===== config.mk =====
export PLATFORM = sky130hd
export DESIGN_NAME = calc_op_sequencer
export DESIGN_NICKNAME = d
export VERILOG_FILES = /design/src/rtl/calc_op_sequencer.sv
export SDC_FILE = /design/constraint.sdc
export NUM_CORES = 1
export LEC_CHECK = 0
export CAP_MARGIN = 25
export CORE_MARGIN = 5
export CORE_UTILIZATION = 47
export DETAILED_ROUTE_END_ITERATION = 8
export PLACE_DENSITY = 0.83
export SYNTH_ARGS = -nofsm -noshare
export SYNTH_HDL_FRONTEND = slang
export SYNTH_SLANG_ARGS = --single-unit

===== constraint.sdc =====
create_clock -name i_clock -period 1.88 [get_ports i_clock]
set_clock_uncertainty 0.2 [all_clocks]
set_input_delay 0.282 -clock i_clock [delete_from_list [all_inputs] [get_ports i_clock]]
set_output_delay 0.282 -clock i_clock [all_outputs]
set_load 0.02 [all_outputs]

===== src/rtl/calc_op_sequencer.sv =====
// calc_op_sequencer: sequences calculator arithmetic between keypad decoder and arith unit.
// Latches the pending operator, runs a start/done handshake on equals, strobes the result
// into the operand registers, and traps faulting or hung arith operations in ERROR.
// Optional feature macro: CALC_CHAIN_EN (operator chaining, newop in PENDING acts as equals).
module calc_op_sequencer #(
   parameter int unsigned TIMEOUT_CYCLES = 64,
   parameter int unsigned CNT_W          = 7
) (
   input  logic       i_clock,
   input  logic       i_reset,
   input  logic       i_newhex,
   input  logic       i_newop,
   input  logic [1:0] i_opcode,
   input  logic       i_eq,
   input  logic       i_arith_done,
   input  logic       i_arith_err,
   output logic       o_arith_start,
   output logic [1:0] o_arith_op,
   output logic       o_ans_load,
   output logic       o_busy,
   output logic       o_err,
   output logic       o_op_valid,
   output logic [1:0] o_pending_op
);

   typedef enum logic [2:0] {
      StIdle,
      StPending,
      StStart,
      StWait,
      StLoad,
      StError
   } state_t;

   localparam logic [CNT_W-1:0] CntLast = CNT_W'(TIMEOUT_CYCLES - 1);

   state_t           r_state, w_state_nxt;
   logic [CNT_W-1:0] r_cnt, w_cnt_nxt;
   logic [1:0]       r_pending_op, w_pending_op_nxt;

`ifdef CALC_CHAIN_EN
   logic [1:0] r_next_op, w_next_op_nxt;
   logic       r_chain, w_chain_nxt;
`endif

   // State, timeout counter and operator registers; reset aborts any operation at once.
   always_ff @(posedge i_clock or posedge i_reset) begin
      if (i_reset) begin
         r_state      <= StIdle;
         r_cnt        <= '0;
         r_pending_op <= 2'b00;
`ifdef CALC_CHAIN_EN
         r_next_op    <= 2'b00;
         r_chain      <= 1'b0;
`endif
      end else begin
         r_state      <= w_state_nxt;
         r_cnt        <= w_cnt_nxt;
         r_pending_op <= w_pending_op_nxt;
`ifdef CALC_CHAIN_EN
         r_next_op    <= w_next_op_nxt;
         r_chain      <= w_chain_nxt;
`endif
      end
   end

   // Next-state logic; keypad events are only looked at in IDLE, PENDING and ERROR.
   always_comb begin
      w_state_nxt      = r_state;
      w_cnt_nxt        = r_cnt;
      w_pending_op_nxt = r_pending_op;
`ifdef CALC_CHAIN_EN
      w_next_op_nxt    = r_next_op;
      w_chain_nxt      = r_chain;
`endif
      unique case (r_state)
         StIdle: begin
            if (i_newop) begin
               w_pending_op_nxt = i_opcode;
               w_state_nxt      = StPending;
            end
         end
         StPending: begin
            if (i_eq) begin
               w_state_nxt = StStart;
`ifdef CALC_CHAIN_EN
               // A simultaneous operator becomes the follow-on operation.
               w_chain_nxt = i_newop;
               if (i_newop) w_next_op_nxt = i_opcode;
`endif
            end else if (i_newop) begin
`ifdef CALC_CHAIN_EN
               w_state_nxt   = StStart;
               w_chain_nxt   = 1'b1;
               w_next_op_nxt = i_opcode;
`else
               w_pending_op_nxt = i_opcode;
`endif
            end
         end
         StStart: begin
            w_state_nxt = StWait;
            w_cnt_nxt   = '0;
         end
         StWait: begin
            // Done takes priority over a timeout expiring in the same cycle.
            if (i_arith_done) begin
               w_state_nxt = i_arith_err ? StError : StLoad;
`ifdef CALC_CHAIN_EN
               if (i_arith_err) w_chain_nxt = 1'b0;
`endif
            end else if (r_cnt == CntLast) begin
               w_state_nxt = StError;
`ifdef CALC_CHAIN_EN
               w_chain_nxt = 1'b0;
`endif
            end else begin
               w_cnt_nxt = r_cnt + CNT_W'(1);
            end
         end
         StLoad: begin
            w_state_nxt = StIdle;
`ifdef CALC_CHAIN_EN
            if (r_chain) begin
               w_pending_op_nxt = r_next_op;
               w_chain_nxt      = 1'b0;
               w_state_nxt      = StPending;
            end
`endif
         end
         StError: begin
            if (i_newop) begin
               w_pending_op_nxt = i_opcode;
               w_state_nxt      = StPending;
            end else if (i_newhex) begin
               w_state_nxt = StIdle;
            end
         end
         default: w_state_nxt = StIdle;
      endcase
   end

   // Outputs decode registered state only, so reset clears them without a clock edge.
   always_comb begin
      o_arith_start = (r_state == StStart);
      o_ans_load    = (r_state == StLoad);
      o_busy        = (r_state == StStart) || (r_state == StWait) || (r_state == StLoad);
      o_err         = (r_state == StError);
      o_op_valid    = (r_state == StPending);
      o_pending_op  = r_pending_op;
      o_arith_op    = o_busy ? r_pending_op : 2'b00;
   end

endmodule


==> run_results.csv <==
group,metric,value,unit
outcome,outcome,"finished, final reports clean",
global_route,antenna_found_initial,0,
final_layout,area_growth,38.4,%
global_route,grt_first_pass_wirelength,3.20,mm
critical_path,critPathLaunchType,"register",
yosys,synth_top_area_frac,0.403,
routing,totalWireLength,1.78,mm
pwr,leakagePower,0.000464,uW
yosys,netlist_area,746,um^2
timing,period_minus_slack,1.81,ns
cts,cts_made_buffers,3,
yosys,async_reset_ff_frac,1.00,
cts,h-tree-depth,1,
yosys,synthSimpleGateAreaFrac,0.260,
critical_path,critPathCaptureType,"primary output",
worst_hold_path,hold_path.class,"in2async",
yosys,syn_area_per_cell,8.88,um^2
placed_design,dp_hpwl,1.38,mm
routing,drc_errors,0,
timing,max_slew_margin,0.699,
placed_design,portBuffers,17,
final_layout,final_util,0.685,
global_route,grt-ovfl-total,0,
die,core,1510,um^2
yosys,synth_top_cell_by_area,"dfrtp_1",
pwr,vdd_drop_max,0.800,mV
yosys,syn_nets,94,
routing,dr.pass1.iters,6,
die,start_util,0.495,
die,fp-row-count,14,
timing,final_max_slew_viol_count,0,
critical_path,crit_required,1.40,ns
final_layout,final_cell_mix,"buf_4 (14), dfrtp_1 (12), nand2_1 (10), clkdlybuf4s50_1 (10), nor2_1 (9)",
yosys,yosysWarnings,0,
pwr,p_per_area,1530,nW/um^2
yosys,synth-compound-area-share,0.245,
final_layout,fin_nets,126,
critical_path,cp_max_fo,13,
timing,setup-violations-final,0,
yosys,post_synth_num_cell_types,33,
timing,rsz0062_at_grt,"no",
die,die_h,49.8,um
critical_path,critPathKind,"reg2out",
timing,setup_tns,0,ns
global_route,grt_max_degree,14,
timing,worstMarginPinSlew,0.451,ns
pwr,total_power,1580,uW
final_layout,final_common_cell,"buf_4",
cts,post_cts_buffers,0,
yosys,synth_seq_cells,12,
cts,insertion_delay,0.28,ns
yosys,synthCells,84,
die,die_w,49.8,um
global_route,grt_usage,0.165,
cts,clkTransAtPathRegs,0.08,ns
yosys,yosysSeqAreaShare,0.403,
timing,finalCritPeriodShare,0.962,
cts,root_buffer,"clkbuf_4",
yosys,synth_area_leaders,"dfrtp_1 (40%), nand2_1 (5.0%), nor2_1 (4.5%)",
cts,cts_sinks,12,
yosys,synth_flop_cell,"dfrtp_1",
cts,clockBufferDepth,2,
yosys,synthXorXnorAreaFrac,0,
global_route,grt_pass1_vias,736,
placed_design,routabilityCongestion,0.816,
timing,max_clock_freq,553,MHz
routing,drt_iter0_markers,19,
timing,hold_viol,0,
die,dieArea,2480,um^2
routing,detail_route.wl_per_cell,13.6,um
critical_path,worst_ep_arrival_time,1.33,ns
final_layout,num_antenna_cells,0,
yosys,synth_edf_count,0,
die,num_io_pins,18,
routing,routed_via_density,5.86,
routing,ant_nets,0,
routing,vias,768,
yosys,muxShareOfSynthArea,0.0302,
yosys,synth_fa_ha_area_frac,0.0168,
run,cap_violations,0,
final_layout,layout-drive-gt1-share,0.270,
cts,cts_tree,"built",
yosys,synth_top_family_by_area,"simple AND/OR/NAND/NOR gates",
-- layout make-up --
cell class                 count  area, um^2
fill                         112         474
timing repair buffer          31         249
tap                           16        20.0
inverter                       4        15.0
clock buffer                   4        36.3
multi-input combinational     64         412
sequential                    12         300
-- kinds of logic after synthesis --
| kind of cell | Yosys count |
|---|---|
| compound gates | 23 |
| flops | 12 |
| mux | 2 |
| buf+inv | 8 |
| fa+ha+maj | 1 |
| simple gates | 38 |
-- metal layers --
layer  vias up  wire, um  track usage  part of all wire
li1        371         -            -                 -
met1       366       758        0.202              0.43
met2        26       866        0.265              0.49
met3         5       109       0.0361             0.061
met4         0        43       0.0917             0.024
met5         -         0            0                 0
-- worst paths after layout --
kind | slack [ns] | start | depth (start not counted) | end
max in group asynchronous | 1.07 | i_reset | 2 | r_cnt[1]
worst max register to register | 0.14 | r_state[2] | 6 | r_cnt[1]
worst min-delay path | 0.10 | i_reset | 2 | r_cnt[6]
worst max-delay path | 0.07 | r_state[0] | 3 | o_err
min in group i_clock | 0.32 | r_cnt[6] | 1 | r_cnt[6]
worst min register to register | 0.32 | r_cnt[6] | 1 | r_cnt[6]
-- Yosys cell counts (all sizes together) (3+ instances only) --
| library cell | instances |
|---|---|
| o21ai | 6 |
| nor2 | 9 |
| dfrtp | 12 |
| inv | 4 |
| a21oi | 3 |
| nand2 | 10 |
| nand3 | 3 |
| buf | 3 |
| nor3 | 4 |
| and3 | 3 |
-- worst max-delay path, cell delays in order (launching register included) --
cell           delay (ns)
dfrtp_1              0.39
buf_4                0.18
and3_1               0.16
dlygate4sd2_1        0.32
-- flip-flops by register name (all words and copies together), names as in the netlist --
name and flops:
r_cnt 7, r_state 3, o_pending_op 2
-- repair_timing --
action                                 CTS  global route
pin swaps                                0             0
setup endpoints to repair                7             6
endpoints found under the hold margin    0             0
gates resized for setup                 14             8
hold buffers                             0             0
-- where the power goes --
part	switching (uW)	internal [uW]	leakage [uW]	total (uW)
clock network	91.1	118	0.0000210	209
logic	474	427	0.000292	901
registers	108	360	0.000150	468
-- metrics by stage --
stage	area [um^2]	hold slack [ns]	worst slack (ns)	std cells
2_1_floorplan	746	-0.0533	0.118	84
3_3_place_gp	1020	0.291	0.00782	127
3_5_place_dp	1020	0.308	-0.0319	127
4_1_cts	1060	0.110	0.0118	131
5_1_grt	1030	0.139	0.00817	131
6_report	1030	0.102	0.0722	131
(Power assumes the default switching activity.)
